$ cat src/rtl/rip_common_pkg.sv
// Shared RV32I/Zicsr decode types: one-hot opcode vector, immediate formats,
// encoding constants and the decoded-entry record carried through the stage.
package rip_common;

  typedef struct packed {
    logic LUI, AUIPC, JAL, JALR;
    logic BEQ, BNE, BLT, BGE, BLTU, BGEU;
    logic LB, LH, LW, LBU, LHU;
    logic SB, SH, SW;
    logic ADDI, SLTI, SLTIU, XORI, ORI, ANDI, SLLI, SRLI, SRAI;
    logic ADD, SUB, SLL, SLT, SLTU, XOR, SRL, SRA, OR, AND;
    logic CSRRW, CSRRS, CSRRC, CSRRWI, CSRRSI, CSRRCI;
  } inst_t;

  typedef enum logic [2:0] {
    IMM_I, IMM_S, IMM_B, IMM_U, IMM_J, IMM_SHAMT, IMM_NONE
  } imm_fmt_t;

  localparam logic [6:0] OP_LUI    = 7'b0110111;
  localparam logic [6:0] OP_AUIPC  = 7'b0010111;
  localparam logic [6:0] OP_JAL    = 7'b1101111;
  localparam logic [6:0] OP_JALR   = 7'b1100111;
  localparam logic [6:0] OP_BRANCH = 7'b1100011;
  localparam logic [6:0] OP_LOAD   = 7'b0000011;
  localparam logic [6:0] OP_STORE  = 7'b0100011;
  localparam logic [6:0] OP_IMM    = 7'b0010011;
  localparam logic [6:0] OP_REG    = 7'b0110011;
  localparam logic [6:0] OP_SYSTEM = 7'b1110011;

  localparam logic [2:0] F3_BEQ  = 3'd0, F3_BNE = 3'd1, F3_BLT = 3'd4;
  localparam logic [2:0] F3_BGE  = 3'd5, F3_BLTU = 3'd6, F3_BGEU = 3'd7;
  localparam logic [2:0] F3_LB   = 3'd0, F3_LH = 3'd1, F3_LW = 3'd2;
  localparam logic [2:0] F3_LBU  = 3'd4, F3_LHU = 3'd5;
  localparam logic [2:0] F3_SB   = 3'd0, F3_SH = 3'd1, F3_SW = 3'd2;
  localparam logic [2:0] F3_ADD  = 3'd0, F3_SLL = 3'd1, F3_SLT = 3'd2;
  localparam logic [2:0] F3_SLTU = 3'd3, F3_XOR = 3'd4, F3_SR = 3'd5;
  localparam logic [2:0] F3_OR   = 3'd6, F3_AND = 3'd7;
  localparam logic [2:0] F3_CSRRW  = 3'd1, F3_CSRRS  = 3'd2, F3_CSRRC  = 3'd3;
  localparam logic [2:0] F3_CSRRWI = 3'd5, F3_CSRRSI = 3'd6, F3_CSRRCI = 3'd7;

  localparam logic [6:0] F7_BASE = 7'b0000000;
  localparam logic [6:0] F7_ALT  = 7'b0100000;

  typedef struct packed {
    inst_t       inst;
    logic [31:0] imm;
    logic [4:0]  zimm;
    logic [4:0]  rs1;
    logic [4:0]  rs2;
    logic [4:0]  rd;
    logic [11:0] csr;
    logic        illegal;
  } dec_t;

  function automatic logic [31:0] expand_imm(imm_fmt_t f, logic [31:0] w);
    logic [31:0] r;
    case (f)
      IMM_I:     r = {{20{w[31]}}, w[31:20]};
      IMM_S:     r = {{20{w[31]}}, w[31:25], w[11:7]};
      IMM_B:     r = {{19{w[31]}}, w[31], w[7], w[30:25], w[11:8], 1'b0};
      IMM_U:     r = {w[31:12], 12'b0};
      IMM_J:     r = {{11{w[31]}}, w[31], w[19:12], w[20], w[30:21], 1'b0};
      IMM_SHAMT: r = {27'b0, w[24:20]};
      default:   r = '0;
    endcase
    return r;
  endfunction

endpackage

$ cat src/rtl/rip_decode_stage_decoder.sv
// Combinational RV32I/Zicsr decoder: raw word -> one-hot opcode, immediate,
// register/CSR addresses. Anything without a one-hot match is illegal and zeroed.
module rip_decoder
  import rip_common::*;
(
  input  logic [31:0] inst_i,
  output dec_t        dec_o
);

  logic [6:0] op, f7;
  logic [2:0] f3;
  inst_t      oh;
  imm_fmt_t   fmt;
  logic       rs1_en, rs2_en, rd_en, csr_en, zimm_en, legal;

  assign op = inst_i[6:0];
  assign f3 = inst_i[14:12];
  assign f7 = inst_i[31:25];

  always_comb begin
    oh      = '0;
    fmt     = IMM_NONE;
    rs1_en  = 1'b0;
    rs2_en  = 1'b0;
    rd_en   = 1'b0;
    csr_en  = 1'b0;
    zimm_en = 1'b0;
    case (op)
      OP_LUI:   begin oh.LUI = 1'b1;   fmt = IMM_U; rd_en = 1'b1; end
      OP_AUIPC: begin oh.AUIPC = 1'b1; fmt = IMM_U; rd_en = 1'b1; end
      OP_JAL:   begin oh.JAL = 1'b1;   fmt = IMM_J; rd_en = 1'b1; end
      OP_JALR: begin
        oh.JALR = (f3 == 3'd0);
        fmt = IMM_I; rs1_en = 1'b1; rd_en = 1'b1;
      end
      OP_BRANCH: begin
        fmt = IMM_B; rs1_en = 1'b1; rs2_en = 1'b1;
        case (f3)
          F3_BEQ:  oh.BEQ  = 1'b1;
          F3_BNE:  oh.BNE  = 1'b1;
          F3_BLT:  oh.BLT  = 1'b1;
          F3_BGE:  oh.BGE  = 1'b1;
          F3_BLTU: oh.BLTU = 1'b1;
          F3_BGEU: oh.BGEU = 1'b1;
          default: ;
        endcase
      end
      OP_LOAD: begin
        fmt = IMM_I; rs1_en = 1'b1; rd_en = 1'b1;
        case (f3)
          F3_LB:   oh.LB  = 1'b1;
          F3_LH:   oh.LH  = 1'b1;
          F3_LW:   oh.LW  = 1'b1;
          F3_LBU:  oh.LBU = 1'b1;
          F3_LHU:  oh.LHU = 1'b1;
          default: ;
        endcase
      end
      OP_STORE: begin
        fmt = IMM_S; rs1_en = 1'b1; rs2_en = 1'b1;
        case (f3)
          F3_SB:   oh.SB = 1'b1;
          F3_SH:   oh.SH = 1'b1;
          F3_SW:   oh.SW = 1'b1;
          default: ;
        endcase
      end
      OP_IMM: begin
        fmt = IMM_I; rs1_en = 1'b1; rd_en = 1'b1;
        case (f3)
          F3_ADD:  oh.ADDI  = 1'b1;
          F3_SLT:  oh.SLTI  = 1'b1;
          F3_SLTU: oh.SLTIU = 1'b1;
          F3_XOR:  oh.XORI  = 1'b1;
          F3_OR:   oh.ORI   = 1'b1;
          F3_AND:  oh.ANDI  = 1'b1;
          F3_SLL: begin fmt = IMM_SHAMT; oh.SLLI = (f7 == F7_BASE); end
          F3_SR: begin
            fmt = IMM_SHAMT;
            oh.SRLI = (f7 == F7_BASE);
            oh.SRAI = (f7 == F7_ALT);
          end
          default: ;
        endcase
      end
      OP_REG: begin
        rs1_en = 1'b1; rs2_en = 1'b1; rd_en = 1'b1;
        case (f3)
          F3_ADD: begin oh.ADD = (f7 == F7_BASE); oh.SUB = (f7 == F7_ALT); end
          F3_SR:  begin oh.SRL = (f7 == F7_BASE); oh.SRA = (f7 == F7_ALT); end
          F3_SLL:  oh.SLL  = 1'b1;
          F3_SLT:  oh.SLT  = 1'b1;
          F3_SLTU: oh.SLTU = 1'b1;
          F3_XOR:  oh.XOR  = 1'b1;
          F3_OR:   oh.OR   = 1'b1;
          F3_AND:  oh.AND  = 1'b1;
          default: ;
        endcase
      end
      OP_SYSTEM: begin
        rd_en = 1'b1; csr_en = 1'b1;
        case (f3)
          F3_CSRRW:  begin oh.CSRRW  = 1'b1; rs1_en  = 1'b1; end
          F3_CSRRS:  begin oh.CSRRS  = 1'b1; rs1_en  = 1'b1; end
          F3_CSRRC:  begin oh.CSRRC  = 1'b1; rs1_en  = 1'b1; end
          F3_CSRRWI: begin oh.CSRRWI = 1'b1; zimm_en = 1'b1; end
          F3_CSRRSI: begin oh.CSRRSI = 1'b1; zimm_en = 1'b1; end
          F3_CSRRCI: begin oh.CSRRCI = 1'b1; zimm_en = 1'b1; end
          default: ;
        endcase
      end
      default: ;
    endcase
  end

  // Every legal opcode ends in 2'b11, so a set one-hot bit already implies it.
  assign legal = |oh;

  always_comb begin
    dec_o         = '0;
    dec_o.illegal = ~legal;
    if (legal) begin
      dec_o.inst = oh;
      dec_o.imm  = expand_imm(fmt, inst_i);
      dec_o.zimm = zimm_en ? inst_i[19:15] : 5'd0;
      dec_o.rs1  = rs1_en  ? inst_i[19:15] : 5'd0;
      dec_o.rs2  = rs2_en  ? inst_i[24:20] : 5'd0;
      dec_o.rd   = rd_en   ? inst_i[11:7]  : 5'd0;
      dec_o.csr  = csr_en  ? inst_i[31:20] : 12'd0;
    end
  end

endmodule

$ cat src/rtl/rip_decode_stage.sv
// Decode stage: registered output entry plus one skid entry so in_ready is a
// flop. Entries leave strictly in arrival order; flush drops both.
module rip_decode_stage
  import rip_common::*;
#(
  parameter logic [31:0] RESET_PC = 32'h0000_0000
) (
  input  logic        clk,
  input  logic        rst_n,
  input  logic        in_valid,
  output logic        in_ready,
  input  logic [31:0] in_inst,
  input  logic [31:0] in_pc,
  input  logic        flush,
  output logic        out_valid,
  input  logic        out_ready,
  output inst_t       out_inst,
  output logic [31:0] out_imm,
  output logic [4:0]  out_zimm,
  output logic [4:0]  out_rs1_addr,
  output logic [4:0]  out_rs2_addr,
  output logic [4:0]  out_rd_addr,
  output logic [11:0] out_csr_addr,
  output logic [31:0] out_pc,
  output logic        out_illegal
);

  dec_t        dec;
  dec_t        main_q, main_d, skid_q, skid_d;
  logic [31:0] main_pc_q, main_pc_d, skid_pc_q, skid_pc_d;
  logic        main_v_q, main_v_d, skid_v_q, skid_v_d, rdy_q, rdy_d;
  logic        acc, fire;

  rip_decoder u_dec (
    .inst_i (in_inst),
    .dec_o  (dec)
  );

  assign acc  = in_valid & rdy_q;
  assign fire = main_v_q & out_ready;

  always_comb begin
    main_d    = main_q;
    main_pc_d = main_pc_q;
    main_v_d  = main_v_q;
    skid_d    = skid_q;
    skid_pc_d = skid_pc_q;
    skid_v_d  = skid_v_q;
    if (flush) begin
      main_v_d = 1'b0;
      skid_v_d = 1'b0;
    end else if (!main_v_q || fire) begin
      // rdy_q == ~skid_v_q, so skid refill and a new accept never coincide
      if (skid_v_q) begin
        main_d    = skid_q;
        main_pc_d = skid_pc_q;
        main_v_d  = 1'b1;
        skid_v_d  = 1'b0;
      end else if (acc) begin
        main_d    = dec;
        main_pc_d = in_pc;
        main_v_d  = 1'b1;
      end else begin
        main_v_d  = 1'b0;
      end
    end else if (acc) begin
      skid_d    = dec;
      skid_pc_d = in_pc;
      skid_v_d  = 1'b1;
    end
    rdy_d = ~skid_v_d;
  end

  always_ff @(posedge clk or negedge rst_n) begin
    if (!rst_n) begin
      main_q    <= '0;
      main_pc_q <= RESET_PC;
      main_v_q  <= 1'b0;
      skid_q    <= '0;
      skid_pc_q <= '0;
      skid_v_q  <= 1'b0;
      rdy_q     <= 1'b0;
    end else begin
      main_q    <= main_d;
      main_pc_q <= main_pc_d;
      main_v_q  <= main_v_d;
      skid_q    <= skid_d;
      skid_pc_q <= skid_pc_d;
      skid_v_q  <= skid_v_d;
      rdy_q     <= rdy_d;
    end
  end

  assign in_ready     = rdy_q;
  assign out_valid    = main_v_q;
  assign out_inst     = main_q.inst;
  assign out_imm      = main_q.imm;
  assign out_zimm     = main_q.zimm;
  assign out_rs1_addr = main_q.rs1;
  assign out_rs2_addr = main_q.rs2;
  assign out_rd_addr  = main_q.rd;
  assign out_csr_addr = main_q.csr;
  assign out_pc       = main_pc_q;
  assign out_illegal  = main_q.illegal;

endmodule

$ cat config.mk
export PLATFORM = sky130hd
export DESIGN_NAME = rip_decode_stage
export DESIGN_NICKNAME = d
export VERILOG_FILES = /design/src/rtl/rip_common_pkg.sv /design/src/rtl/rip_decode_stage_decoder.sv /design/src/rtl/rip_decode_stage.sv
export SDC_FILE = /design/constraint.sdc
export NUM_CORES = 1
export LEC_CHECK = 0
export CAP_MARGIN = 20
export CORE_UTILIZATION = 30
export CTS_BUF_LIST = sky130_fd_sc_hd__clkbuf_4
export DETAILED_ROUTE_END_ITERATION = 7
export PLACE_DENSITY_LB_ADDON = 0.2
export RECOVER_POWER = 25
export SKIP_CTS_REPAIR_TIMING = 1
export SYNTH_ARGS = -nofsm -noshare
export SYNTH_HDL_FRONTEND = slang
export SYNTH_SLANG_ARGS = --single-unit
$ cat constraint.sdc
create_clock -name clk -period 1.9 [get_ports clk]
set_input_delay 0.38 -clock clk [delete_from_list [all_inputs] [get_ports clk]]
set_output_delay 0.38 -clock clk [all_outputs]
set_load 0.02 [all_outputs]
After elaboration in Yosys (flattened, before gate mapping)
Cells that the tools add are included.
- $add $sub $neg: 0
- multipliers: 0
- divide/modulo/power cells: 0
- magnitude comparators: 0
- equality and inequality tests: 23
- shifts and indexed selects: 0
- multiplexer cells: 48
- bitwise logic cells: 6
- reduce and logical (&&, ||, !) cells: 18
- operator list (kind ; count):
    $mux W108 ; 2
    $pmux W32 S6 ; 1
    $mux W107 ; 1
    $mux W32 ; 2
    $reduce_or A43 Y1 ; 1
    $eq A7 B6 Y1 const B ; 4
    $eq A7 B7 Y1 const B ; 4
    $mux W1 ; 26
    $mux W5 ; 5
    $eq A3 B3 Y1 const B ; 6
    $pmux W3 S6 ; 1
    $eq A7 B5 Y1 const B ; 2
    $eq A3 B2 Y1 const B ; 4
    $mux W12 ; 1
    $mux W6 ; 2
    $mux W10 ; 1
    $mux W9 ; 1
    $reduce_or A3 Y1 ; 3
    $reduce_or A8 Y1 ; 1
    $eq A7 B2 Y1 const B ; 1
    $logic_not A7 Y1 ; 1
    $eq A3 B1 Y1 const B ; 2
    $logic_not A3 Y1 ; 2
    $mux W3 ; 2
    other kinds (10) ; 19
- register bits after elaboration: 283
- bits in latches: 0
- bits in writable memories: 0
- memory bits (read-only): 0
- input bits: 69
- output and inout bits: 142
- word-level logic and storage cells: 200
- memories kept: 0

Depth between registers and ports, before layout
- depth in word-level cells: 9
- mapped depth: 10
- depth with buffers taken out: 6

By module
From an unflattened synthesis, not the netlist that was laid out.
- cells, all modules: 1080
- area, all modules: 14357.5 um2
- by module, submodules not included (module ; instances ; cells an instance ; area an instance (um2) ; sequential area each (um2)):
    rip_decode_stage ; 1 ; 759 ; 12201.7 ; 7081.8
    rip_decoder ; 1 ; 321 ; 2155.8 ; 0.0

Worst setup path after synthesis
OpenSTA, ideal clock, no wires.
- kind: input-to-reg
- from: in in_inst[26]
- to: reg main_q (netlist bit out_csr_addr[10])
- library setup time: 0.082 ns
- arrival: 2.537 ns
- required time: 1.818 ns
- setup slack: -0.718 ns
- stages on the path: 8
- buffers on the path: 2
- cell sequence: or4_1 or4b_4 or3_1 or3b_1 buf_4 buf_4 o2111ai_1 a31oi_1
- cells in the longest elaborated chain, start to end: 7
- elaborated cells between the ends (all ways): 11
- those cells by class: eq/ne (1); mux (8); reduce/logical (2)
- ends and longest elaborated chain (element ; RTL line ; RTL):
    from (decl) ; rip_decode_stage.sv:12 ; input logic [31:0] in_inst,
    $eq A7 B6 Y1 / $logic_not A7 Y1 (equally long branches) ; -- ;
    $mux W2, or another cell as far along ; rip_decode_stage_decoder.sv:70, rip_decode_stage_decoder.sv:88 ;
    $mux W10 / $mux W9 (equally long branches) ; rip_decode_stage_decoder.sv:28 ; case (op)
    $reduce_or A43 Y1 (*) ; rip_decode_stage_decoder.sv:117 ; assign legal = |oh;
    $mux W107 (*) ; rip_decode_stage_decoder.sv:122 ; if (legal) begin
    $mux W108 (*) ; rip_decode_stage.sv:59 ; end else if (acc) begin
    $mux W108 (*) ; rip_decode_stage.sv:54 ; if (skid_v_q) begin
    to (signal assigned) ; rip_decode_stage.sv:84 ; main_q <= main_d;
    to (decl) ; rip_decode_stage.sv:29 ; dec_t main_q, main_d, skid_q, skid_d;
Mark *: on every way between the ends. The rest lies on a longest branch, timed or not. The select of a mux whose other input is x is not followed.
A chain may end at the register's enable or synchronous reset.

Worst setup path in the final report
- from: in in_inst[27]
- to: reg skid_q[18] (netlist bit)
- cells in the longest elaborated chain, start to end: 5
- elaborated cells between the ends (all ways): 9
- those cells by class: eq/ne (1); mux (6); reduce/logical (2)
- ends and longest elaborated chain (element ; RTL line ; RTL):
    $eq A7 B6 Y1 / $logic_not A7 Y1 (equally long branches) ; -- ;
    $mux W2, or another cell as far along ; rip_decode_stage_decoder.sv:70, rip_decode_stage_decoder.sv:88 ;
    $mux W10 / $mux W9 (equally long branches) ; rip_decode_stage_decoder.sv:28 ;
    $reduce_or A43 Y1 (*) ; rip_decode_stage_decoder.sv:117 ;
    $mux W107 (*) ; rip_decode_stage_decoder.sv:122 ;
    to (signal assigned) ; rip_decode_stage.sv:87 ; skid_q <= skid_d;
    to (decl) ; rip_decode_stage.sv:29 ;
Mark *: on every way between the ends. The rest lies on a longest branch, timed or not.

==> flow_summary.toml <==
[status]
status = "complete, but fails checks"
violations = "negative setup slack"

[global_route]
grt_pass1_vias = 11700
grt_overflow_total = 0
antenna_found_initial = 2
grtUsageTotal_pct = 19.6
grt_pass1_wl_um = 66400
grt_start_max_net_pins = 72

[drt]
dr.pass1.iters = 5
wl_per_cell_um = 18.7
drt-initial-drc-count = 734
vias = 11900
routed_wl_um = 43500
routed_via_density = 5.10
postRouteAntennaNets = 0
drc = 0

[setup_path]
path_max_fanout = 5
reg2reg_slack_ns = 0.09
reg2reg_depth = 6
worstSetupPathType = "primary input to flip-flop"
r2r_end = "out_imm[23]"
cp.arrival_ns = 2.96
endpoint_kind = "flip-flop"
cp.required_ns = 2.55
start_kind = "primary input"
r2r_start = "skid_v_q"

[synth]
synth_top_family_by_area = "compound AO/OA/AOI/OAI gates"
synth-compound-area-share_pct = 20.5
ys_seq_elements = 283
synth.distinct_cells = 49
synth_nets = 1454
synthesis.area_um2 = 12700
synth_cells = 1385
yosysTopAreaCell = "dfrtp_1"
yosys.area_share.adder_pct = 0
synth_top_area_share_pct = 55.8
postSynthAreaPerCell_um2 = 9.17
yosysWarnings = 0
yosysSeqAreaShare_pct = 55.8
synthTopCellsByArea = "dfrtp_1 (56%), nand2_1 (9.7%), a21oi_1 (5.0%), o21ai_0 (4.6%), o31ai_1 (3.5%)"
synthArstFlopShare_pct = 100
synth-xor-area-share_pct = 0.0690
synth_mux_area_share_pct = 2.52
synth_edf_count = 0
synth_simple_gate_area_share_pct = 17.1
ys.flop_type = "dfrtp_1"

[final_layout]
regArea_um2 = 7090
nets = 1799
drive_gt1_share_pct = 24.0
multi_input_area_um2 = 6040
final_common_cell = "nand2_1"
fin_cells = 2330
syn_to_final_growth_pct = 49.7
layout_common_cells = "nand2_1 (326), dfrtp_1 (282), dlymetal6s2s_1 (142), buf_4 (130)"
utilization_pct = 45.4
num-fill-cells = 4063
final_area_um2 = 19000

[die]
io_pins = 211
fp-row-count = 75
start_util_pct = 30.3
die_y_um = 208
core_um2 = 41900
dieArea_um2 = 43200
die_x_um = 208

[clocking]
cts_buffers = 81
clk_latency_ns = 0.75
cts.sinks = 283
cts_tree = "yes"
root_buffer = "clkbuf_4"
clkTransAtPathRegs_ns = 0.06
htree_levels = 3
cts.path.max_buffers = 3

[hold_path]
hold_depth = 4
holdPathEnd = "skid_q[41]"
worstHoldPathType = "primary input to flip-flop"
min_from = "in_inst[28]"

[sta]
hold_ws_ns = 0.0520
worst_slack_ns = -0.407
tightest_slew_ns = 1.08
slew_headroom_pct = 28.3
fmax_mhz = 433
finalSetupViolCount = 115
skew_ns = 0.0365
finalCritPeriodShare_pct = 121
drv_slew = 0
rsz0062_at_grt = "yes"
fin_crit_ns = 2.31
hold_violations = 0
fin_tns_setup_ns = -32.13

[pwr]
powerDensity_nw_per_um2 = 785
ir_drop_v = 0.000417
power_leakage_nw = 9.66
p_total_mw = 14.9

[place]
pre_cts_slack_ns = -1.40
dp.cells = 2168
place_hpwl_um = 28800
post_dp_cell_area_um2 = 16600
io_buffers = 210
gp_congestion = 0.868

[run]
maxCapViolations = 0
registers in the layout (all words and copies together) (netlist names), 12 cells and up:
signal / flops
out_inst: 43
out_csr_addr: 12
skid_q: 108
out_pc: 32
out_imm: 32
skid_pc_q: 32
worst max-delay path by stage:
stage / startpoint / end / slack [ns]
3_5_place_dp: in_inst[26] / skid_q[103] / -1.40
4_1_cts: in_inst[26] / skid_q[56] / -0.62
3_3_place_gp: in_inst[26] / skid_q[96] / -1.32
2_1_floorplan: in_inst[26] / out_imm[12] / -0.68
5_1_grt: in_inst[27] / skid_q[18] / -0.39
6_report: in_inst[27] / skid_q[18] / -0.41
synthesized netlist by cell type, types with 9 or more instances:
master / instances
nor4_1: 9
nand3_1: 13
clkbuf_1: 110
o21ai_0: 117
buf_1: 10
nor3_1: 40
o41ai_1: 15
o31ai_1: 60
mux2i_1: 32
dfrtp_1: 283
nand2_1: 327
and3_1: 11
a22o_1: 11
nor2_1: 67
o22ai_1: 22
a21oi_1: 128
o2111ai_1: 25
a31oi_1: 15
worst max-delay path: stages:
cell	delay (ns)
buf_6	0.09
or4_4	0.57
or4b_4	0.55
or3_4	0.39
or3b_4	0.27
buf_6	0.11
buf_6	0.10
buf_8	0.13
o21ai_4	0.09
o31ai_2	0.28
layer usage:
layer  wire length (um)  up-vias  part of all wire [%]  track usage [%]
met5                  0        -                     0                0
met4               1320        0                   3.0             7.74
met3               2550       81                   5.8             4.11
met2              20200      357                    46             30.8
met1              19500     5797                    45             26.4
li1                   -     5655                     -                -
final cells by class:
type,instances,share of cell area (%)
diodes,2,0.0263
clock buffers,121,4.78
clock inverters,21,0.441
inverters,7,0.158
multi-input cells,969,31.8
flip-flops and latches,283,37.3
well taps,539,3.55
repair buffers,388,22.0
cells by family (layout without fill, tap and decap cells):
logic type | count (synthesis) | count (layout)
xor gates and xnor gates | 1 | 1
DFF | 283 | 283
muxes | 32 | 32
buffers and inverters | 134 | 537
and+or+nand+nor | 509 | 509
other | 0 | 2
AOI/OAI and AO/OA | 426 | 427
power by group:
group / internal [mW] / leakage (nW) / total [mW] / switching (mW)
clock: 2.90 / 0.593 / 5.53 / 2.63
combinational: 1.14 / 5.33 / 2.60 / 1.46
sequential: 6.50 / 3.74 / 6.80 / 0.296
total: 10.5 / 9.66 / 14.9 / 4.39
Note: power is estimated with default switching activity, not from simulation.
